File: src/rtl/calc_pkg.sv
// Shared constants for the calculator datapath: sequencer state codes, error
// display pattern, legal-opcode bound and the ALU opcode values.
package calc_pkg;

  localparam int CALC_DATA_W = 32;
  localparam int CALC_OP_W   = 5;
  localparam int CALC_SH_W   = 5;

  localparam int                     OP_NUM      = 13;
  localparam logic [CALC_DATA_W-1:0] ERR_PATTERN = 32'hEEEE_EEEE;

  typedef enum logic [1:0] {
    S_GET_A = 2'd0,
    S_GET_B = 2'd1,
    S_EXEC  = 2'd2,
    S_SHOW  = 2'd3
  } state_t;

  localparam logic [CALC_OP_W-1:0] OP_ADD  = 5'd0;
  localparam logic [CALC_OP_W-1:0] OP_SUB  = 5'd1;
  localparam logic [CALC_OP_W-1:0] OP_SRA  = 5'd4;
  localparam logic [CALC_OP_W-1:0] OP_SRAV = 5'd7;
  localparam logic [CALC_OP_W-1:0] OP_SLT  = 5'd12;

endpackage

File: src/rtl/calc_op_sequencer_key_edge.sv
// key_edge: history register plus rising-edge pulse for a debounced key.
// The first cycle after reset only primes the history, so a key held through reset yields no pulse.
module key_edge (
  input  logic clk,
  input  logic reset,
  input  logic key,
  output logic pulse
);

  logic key_q;
  logic armed;

  // History of the key level and the post-reset arming flag.
  always_ff @(posedge clk) begin
    if (!reset) begin
      key_q <= 1'b0;
      armed <= 1'b0;
    end else begin
      key_q <= key;
      armed <= 1'b1;
    end
  end

  assign pulse = key & ~key_q & armed;

endmodule

File: src/rtl/calc_op_sequencer.sv
// calc_op_sequencer: gathers operands/opcode from switches, drives the ALU and holds the result.
// Define CALC_CHAIN_EN to chain a successful result into operand A of the next operation.
module calc_op_sequencer #(
  parameter int                 DATA_W      = calc_pkg::CALC_DATA_W,
  parameter int                 OP_W        = calc_pkg::CALC_OP_W,
  parameter int                 SH_W        = calc_pkg::CALC_SH_W,
  parameter int                 OP_NUM      = calc_pkg::OP_NUM,
  parameter logic [DATA_W-1:0]  ERR_PATTERN = calc_pkg::ERR_PATTERN
) (
  input  logic              clk,
  input  logic              reset,
  input  logic [DATA_W-1:0] sw_data,
  input  logic [OP_W-1:0]   sw_op,
  input  logic [SH_W-1:0]   sw_shamt,
  input  logic              key_enter,
  input  logic              key_clear,
  output logic [OP_W-1:0]   alu_op,
  output logic [DATA_W-1:0] alu_a,
  output logic [DATA_W-1:0] alu_b,
  output logic [SH_W-1:0]   alu_c,
  input  logic [DATA_W-1:0] alu_result,
  input  logic              alu_error,
  output logic [DATA_W-1:0] disp_value,
  output logic              err_flag,
  output logic [1:0]        state_led,
  output logic              done
);

  import calc_pkg::*;

  localparam logic [OP_W-1:0] OP_LIMIT = OP_W'(OP_NUM);

  state_t            state;
  state_t            state_nxt;
  logic [OP_W-1:0]   op_nxt;
  logic [DATA_W-1:0] a_nxt;
  logic [DATA_W-1:0] b_nxt;
  logic [SH_W-1:0]   c_nxt;
  logic [DATA_W-1:0] disp_nxt;
  logic              err_nxt;
  logic              done_nxt;
  logic              enter_pe;
  logic              clear_pe;

  key_edge u_enter_edge (
    .clk   (clk),
    .reset (reset),
    .key   (key_enter),
    .pulse (enter_pe)
  );

  key_edge u_clear_edge (
    .clk   (clk),
    .reset (reset),
    .key   (key_clear),
    .pulse (clear_pe)
  );

  // Next-state and next-output decode; clear overrides any enter in the same cycle.
  always_comb begin
    state_nxt = state;
    op_nxt    = alu_op;
    a_nxt     = alu_a;
    b_nxt     = alu_b;
    c_nxt     = alu_c;
    disp_nxt  = disp_value;
    err_nxt   = err_flag;
    done_nxt  = 1'b0;
    if (clear_pe) begin
      state_nxt = S_GET_A;
      op_nxt    = '0;
      a_nxt     = '0;
      b_nxt     = '0;
      c_nxt     = '0;
      disp_nxt  = '0;
      err_nxt   = 1'b0;
    end else begin
      case (state)
        S_GET_A: begin
          disp_nxt = sw_data;
          if (enter_pe) begin
            a_nxt     = sw_data;
            state_nxt = S_GET_B;
          end else begin
            state_nxt = S_GET_A;
          end
        end
        S_GET_B: begin
          disp_nxt = sw_data;
          if (enter_pe) begin
            b_nxt     = sw_data;
            op_nxt    = sw_op;
            c_nxt     = sw_shamt;
            state_nxt = S_EXEC;
          end else begin
            state_nxt = S_GET_B;
          end
        end
        // ALU inputs have been stable for a full cycle; capture its outcome.
        S_EXEC: begin
          if (alu_error || (alu_op >= OP_LIMIT)) begin
            err_nxt  = 1'b1;
            disp_nxt = ERR_PATTERN;
          end else begin
            err_nxt  = 1'b0;
            disp_nxt = alu_result;
          end
          done_nxt  = 1'b1;
          state_nxt = S_SHOW;
        end
        S_SHOW: begin
          if (enter_pe) begin
            err_nxt = 1'b0;
`ifdef CALC_CHAIN_EN
            if (!err_flag) begin
              a_nxt     = disp_value;
              state_nxt = S_GET_B;
            end else begin
              state_nxt = S_GET_A;
            end
`else
            state_nxt = S_GET_A;
`endif
          end else begin
            state_nxt = S_SHOW;
          end
        end
        default: begin
          state_nxt = S_GET_A;
        end
      endcase
    end
  end

  // State and output registers.
  always_ff @(posedge clk) begin
    if (!reset) begin
      state      <= S_GET_A;
      alu_op     <= '0;
      alu_a      <= '0;
      alu_b      <= '0;
      alu_c      <= '0;
      disp_value <= '0;
      err_flag   <= 1'b0;
      done       <= 1'b0;
    end else begin
      state      <= state_nxt;
      alu_op     <= op_nxt;
      alu_a      <= a_nxt;
      alu_b      <= b_nxt;
      alu_c      <= c_nxt;
      disp_value <= disp_nxt;
      err_flag   <= err_nxt;
      done       <= done_nxt;
    end
  end

  assign state_led = state;

endmodule

File: config.mk
export PLATFORM = sky130hd
export DESIGN_NAME = calc_op_sequencer
export DESIGN_NICKNAME = d
export VERILOG_FILES = /design/src/rtl/calc_pkg.sv /design/src/rtl/calc_op_sequencer_key_edge.sv /design/src/rtl/calc_op_sequencer.sv
export SDC_FILE = /design/constraint.sdc
export NUM_CORES = 1
export LEC_CHECK = 0
export ABC_AREA = 1
export CAP_MARGIN = 0
export CORE_ASPECT_RATIO = 0.9
export CORE_UTILIZATION = 30
export CTS_CLUSTER_DIAMETER = 40
export CTS_CLUSTER_SIZE = 8
export DETAILED_ROUTE_END_ITERATION = 10
export HOLD_SLACK_MARGIN = 0.05
export MAX_ROUTING_LAYER = met4
export PLACE_DENSITY = 0.6
export SYNTH_ARGS = -nofsm -noshare
export SYNTH_HDL_FRONTEND = slang
export SYNTH_SLANG_ARGS = --single-unit
File: constraint.sdc
create_clock -name clk -period 1.5 [get_ports clk]
set_input_delay 0.15 -clock clk [delete_from_list [all_inputs] [get_ports clk]]
set_output_delay 0.15 -clock clk [all_outputs]
set_load 0.1 [all_outputs]
==> results by group <==
CTS
  – TritonCTS Buffers: 17
  – Num Clock Sinks: 113
  – Worst-Skew Late Latency: 0.42 ns
  – Max clock buf depth: 2
  – Root Buffer: clkbuf_16
  – Clock-pin slew on the worst setup and hold paths: 0.05 ns
  – CTS tree: yes
  – Max H-tree Level: 4
  – CTS Hold Bufs: 0

Layout
  – Layout net count: 987
  – Fraction of layout cells with a size suffix above 1: 0.204
  – Post-route cell area: 0.00876 mm²
  – Most common cell after layout, fill and taps aside: nand2_1
  – P&R area growth vs syn: 81.0%
  – ANT cells: 0
  – Most frequent cells in the layout: nand2_1, nor2_1, buf_12

Logic synthesis
  – Synth cell types: 21
  – Synth Instances: 719
  – Mapped Avg Cell Area: 6.73 µm²
  – Synth warn: 0
  – Mux contribution to synthesized area: 0
  – Synth Area in XOR/XNOR: 0
  – Area fraction in compound gates after synthesis: 0.0677
  – Synth Area in Adders: 0
  – Post-synthesis sequential area ratio: 0.467
  – Mapped Area: 0.00484 mm²
  – Post-synth net total: 798
  – Largest family of logic cells by synthesized area: simple AND/OR/NAND/NOR gates
  – Synth Area in Simple Gates: 0.347
  – Yosys reg bits: 113

Floorplan
  – IO Pins: 189
  – Die Area: 0.0166 mm²
  – Core Area: 0.0156 mm²
  – Die span in y: 122 µm
  – Initial Util: 0.310
  – FP Rows: 43
  – Die X-Extent: 136 µm

Worst hold path
  – Hold_sp: key_clear
  – WHS Path Cells: 3
  – Hold EP: u_clear_edge.key_q
  – Min-Delay Path Class: in2reg

Setup path
  – Worst path bufs/invs: 2
  – R2r setup slk: 0.15 ns
  – Worst R2R End: alu_a[18]
  – Kind of critical path: reg2out
  – Critical R2R Launch: state_led[0]
  – Crit path arrival time: 1.27 ns
  – Largest fanout on the critical path: 26
  – Slowest cell on crit path: dfxtp_4
  – Worst EP required: 1.35 ns
  – Endpoint class of the critical path: primary output
  – Peak per-stage delay on the critical path: 0.43 ns
  – Crit start category: register
  – Crit-path cells: buf_8 > buf_12
  – Reg2Reg Depth: 7
  – Kind of cell adding the most delay to the critical path: flip-flops

Timing
  – Unrepaired setup endpoints after global routing: false
  – Least-Margin Pin Slew: 0.398 ns
  – Fin Setup TNS: 0 ns
  – Final setup skew: 0.00604 ns
  – Final hold vios: 0
  – Final setup violating endpoints: 0
  – Worst rel slew slack: 0.734
  – Max Fclk: 703 MHz
  – Tcrit/Tclk final: 0.948
  – Max-slew violations: 0
  – Final min period: 1.42 ns
  – Setup WS post-layout: 0.0777 ns

GRT
  – Remaining Overflow, GRT: 0
  – GRT Total Usage: 0.204
  – Vias in the first global route: 4624
  – First-pass GRT wire length: 24800 µm
  – Largest net degree at the start of global routing: 51
  – Initial antenna violation count: 0

Status
  – Status: complete, no violations

Place
  – Global placer's final weighted congestion: 0.779
  – Placed Instance Area: 0.00816 mm²
  – Pre-CTS WS: -0.105 ns
  – Placed wire-length estimate: 11300 µm
  – Port Buffers: 188

Route
  – Routed wire length per instance: 14.0 µm
  – Final WL: 15700 µm
  – Via count: 4987
  – 1st-pass router iterations: 6
  – DRC violations left: 0
  – Antenna-violating nets left: 0
  – Initial DRC count: 283
  – DR vias/cell: 4.44

Run
  – MaxCap Viol Count: 0

Pwr
  – Maximum VDD drop: 840 µV
  – Leak: 3.80 nW
  – PwrDens: 1090 mW/mm²
-- metrics by stage --
stage / utilization / hold slack [ns] / cells / total power [W]
floorplan: - / 0.178 / 719 / 0.00462
global placement: 0.523 / 0.502 / 1089 / 0.00561
detailed placement: 0.523 / 0.504 / 1089 / 0.00562
CTS: 0.561 / 0.287 / 1123 / 0.00971
global route: 0.562 / 0.313 / 1123 / 0.00996
finish: 0.562 / 0.309 / 1123 / 0.00959
-- tightest hold or removal path, cell delays in order --
cell and delay [ns]:
clkdlybuf4s50_1 0.43, nand2_1 0.07, inv_1 0.04
-- what timing repair did --
item,CTS,global route
gates resized for setup,1,1
hold endpoints to repair,0,0
endpoints found under the setup margin,2,1
buffers inserted,2,0
-- cells by family after synthesis --
logic type      Yosys count
compound gates           65
buf+inv                 132
flops                   113
simple gates            409
-- cell type report --
type / count / area, µm²
fill: 1430 / 6840
timing repair buffer: 218 / 3300
sequential: 113 / 2280
multi-input combinational: 474 / 2030
clock buffer: 20 / 447
inverter: 84 / 315
tap: 202 / 253
clock inverter: 12 / 138
-- registers in the layout, indices dropped and copies added, names as in the netlist --
name	count
done	1
u_enter_edge.key_q	1
err_flag	1
state_led	2
alu_b	32
u_clear_edge.key_q	1
disp_value	32
alu_a	32
u_enter_edge.armed	1
alu_op	5
alu_c	5
-- synthesized netlist by cell type --
cell / instances / area share
nor2_4: 1 / 0.0023
nand2_2: 1 / 0.0013
nand2_1: 163 / 0.13
nor2_1: 153 / 0.12
a21oi_1: 20 / 0.021
buf_4: 3 / 0.0047
dfxtp_1: 113 / 0.47
nor3_2: 1 / 0.0021
a211oi_1: 1 / 0.0016
nand3_1: 77 / 0.080
buf_1: 6 / 0.0047
nand3b_1: 1 / 0.0016
nand4_1: 9 / 0.012
inv_1: 81 / 0.063
buf_2: 19 / 0.020
o21ai_1: 6 / 0.0062
buf_6: 5 / 0.012
inv_2: 3 / 0.0023
clkbuf_1: 15 / 0.012
nor2_2: 3 / 0.0039
o21ai_0: 38 / 0.039
-- metal layers --
layer / vias to the layer above / GRT usage / wire, µm
met2: 163 / 0.300 / 7130
li1: 2590 / - / -
met4: 0 / 0.0688 / 201
met5: - / - / 0
met3: 18 / 0.0822 / 1410
met1: 2216 / 0.253 / 6960
-- power by group --
part / switching (W) / internal [W] / leakage (nW)
Combinational: 0.00142 / 0.000862 / 2.57
Sequential: 0.000135 / 0.00314 / 0.927
Clock: 0.00141 / 0.00263 / 0.298
-- how the worst max path moves through the flow --
| stage | start | endpoint | slack [ns] | depth (start not counted) |
|---|---|---|---|---|
| after floorplan | state_led[0] | alu_b[10] | 0.03 | 8 |
| after global placement | key_enter | alu_b[25] | -0.05 | 9 |
| after detailed placement | key_enter | alu_op[4] | -0.10 | 9 |
| after CTS | state_led[1] | state_led[1] | 0.02 | 2 |
| after global routing | state_led[1] | state_led[1] | 0.009 | 2 |
| final | state_led[1] | state_led[1] | 0.08 | 2 |
No activity file was read; power rests on OpenSTA's default activity.
==> edit: new RTL, same flow settings <==
The package constant `CALC_OP_W` goes from 5 to 10.
--- a/src/rtl/calc_pkg.sv
+++ b/src/rtl/calc_pkg.sv
@@ -5,3 +5,3 @@
   localparam int CALC_DATA_W = 32;
-  localparam int CALC_OP_W   = 5;
+  localparam int CALC_OP_W   = 10;
   localparam int CALC_SH_W   = 5;
Interface: changed (resized alu_op and sw_op); port bits go from 189 to 199. The function was not compared with the original's and may differ.
==> edit against the original RTL <==
  * Worst setup slack worse by 0.025 ns
  * Synthesized area down 4.3%
  * Total power down 2.9%
  * Cell area down 1.1%
  * Sequential cell count up 5
  * Routed wire length up 11%
  * Global-route usage up 2.6 points
  * Critical path depth unchanged
  * Hold slack worse by 0.0048 ns
  * Sequential power up 4%
  * Critical path type unchanged
  * Largest cell class unchanged
==> edit: results <==
export IMPL_grt_max_degree=43
export IMPL_gr_usage_met1_pct=26.8
export IMPL_drt_first_pass_iters=5
export IMPL_met2_usage_pct=37.9
export IMPL_ys_seq_area_share_pct=51.0
export IMPL_final_net_count=900
export IMPL_grt_pass1_wl_mm=27.0
export IMPL_ys_types=19
export IMPL_crit_fanout=11
export IMPL_clock_skew_ns=0.00829
export IMPL_max_slew_margin_pct=72.7
export IMPL_placed_area_mm2=0.00808
export IMPL_drive_gt1_share_pct=23.3
export IMPL_io_buffers=198
export IMPL_leakage_uw=0.00345
export IMPL_routed_wl_mm=17.4
export IMPL_instances_no_fill=1027
export IMPL_initialDrtViolationCount=330
export IMPL_arrival_ns=1.30
export IMPL_dp_hpwl_mm=12.5
export IMPL_wl_met1_mm=7.14
export IMPL_grtUsageTotal_pct=23.0
export IMPL_nFillCells=1289
export IMPL_syn_nets=701
export IMPL_clk_latency_ns=0.42
export IMPL_dp_slack_ns=-0.174
export IMPL_synth_top_cells_by_count="118 x dfxtp_1, 108 x nand2_1, 100 x a21oi_1"
export IMPL_dr_wl_met2_mm=8.56
export IMPL_grt_antenna_before_repair=0
export IMPL_syn_avg_cell_area_um2=7.50
export IMPL_gp_congestion=0.799
export IMPL_status="completed"
export IMPL_synth_area_leaders="dfxtp_1 51%, a21oi_1 11%, nand2_1 8.8%, nand3_1 8.4%, nor2_1 6.5%"
export IMPL_switching_share_pct=30.7
export IMPL_via_count=5030
export IMPL_grt_use_met3_pct=6.68
export IMPL_peakVddDrop_v=0.000748
## edit: worst paths after layout
| path | from | end | slack, ns | depth (start not counted) |
|---|---|---|---|---|
| max | state_led[0] | state_led[0] | 0.05 | 2 |
| min | sw_op[7] | alu_op[7] | 0.30 | 3 |
| max reg2reg | state_led[0] | disp_value[6] | 0.13 | 5 |
| min reg2reg | alu_op[6] | alu_op[6] | 0.49 | 2 |
## edit: logic make-up after synthesis
logic type / share of synthesized area (%)
buffers and inverters: 7.89
DFF: 51.0
AOI/OAI and AO/OA: 16.2
and+or+nand+nor: 24.8
## edit: metrics by stage
step	utilization, %	setup TNS, ns
after global placement	54.3	-3.29
after detailed placement	54.3	-4.37
after global routing	58.2	0
final	58.2	0
after floorplan	-	0
after CTS	58.2	0
## edit: timing repair
item	CTS	global route
setup endpoints to repair	2	5
buffers inserted	0	0
gates resized for setup	2	4
## edit: final cells by class
type | count | area share [%]
repair buffers | 225 | 39.5
flip-flops and latches | 118 | 27.6
multi-input cells | 422 | 22.0
clock buffers | 25 | 6.08
well taps | 198 | 2.86
inverters | 32 | 1.44
clock inverters | 7 | 0.477
## edit: worst register-to-register path: stages (launching register included)
cell and delay, ns:
dfxtp_4 0.44, buf_4 0.25, nand2_1 0.20, o21ai_0 0.21, a21oi_1 0.06, a21oi_1 0.15
## edit: power groups by stage
stage	logic, uW	registers, uW	clock network [uW]
2_1_floorplan	362	4210	0
5_1_grt	2170	3400	4040
3_5_place_dp	2090	3460	0
6_report	2090	3390	3840
3_3_place_gp	2070	3450	0
4_1_cts	2090	3390	3900
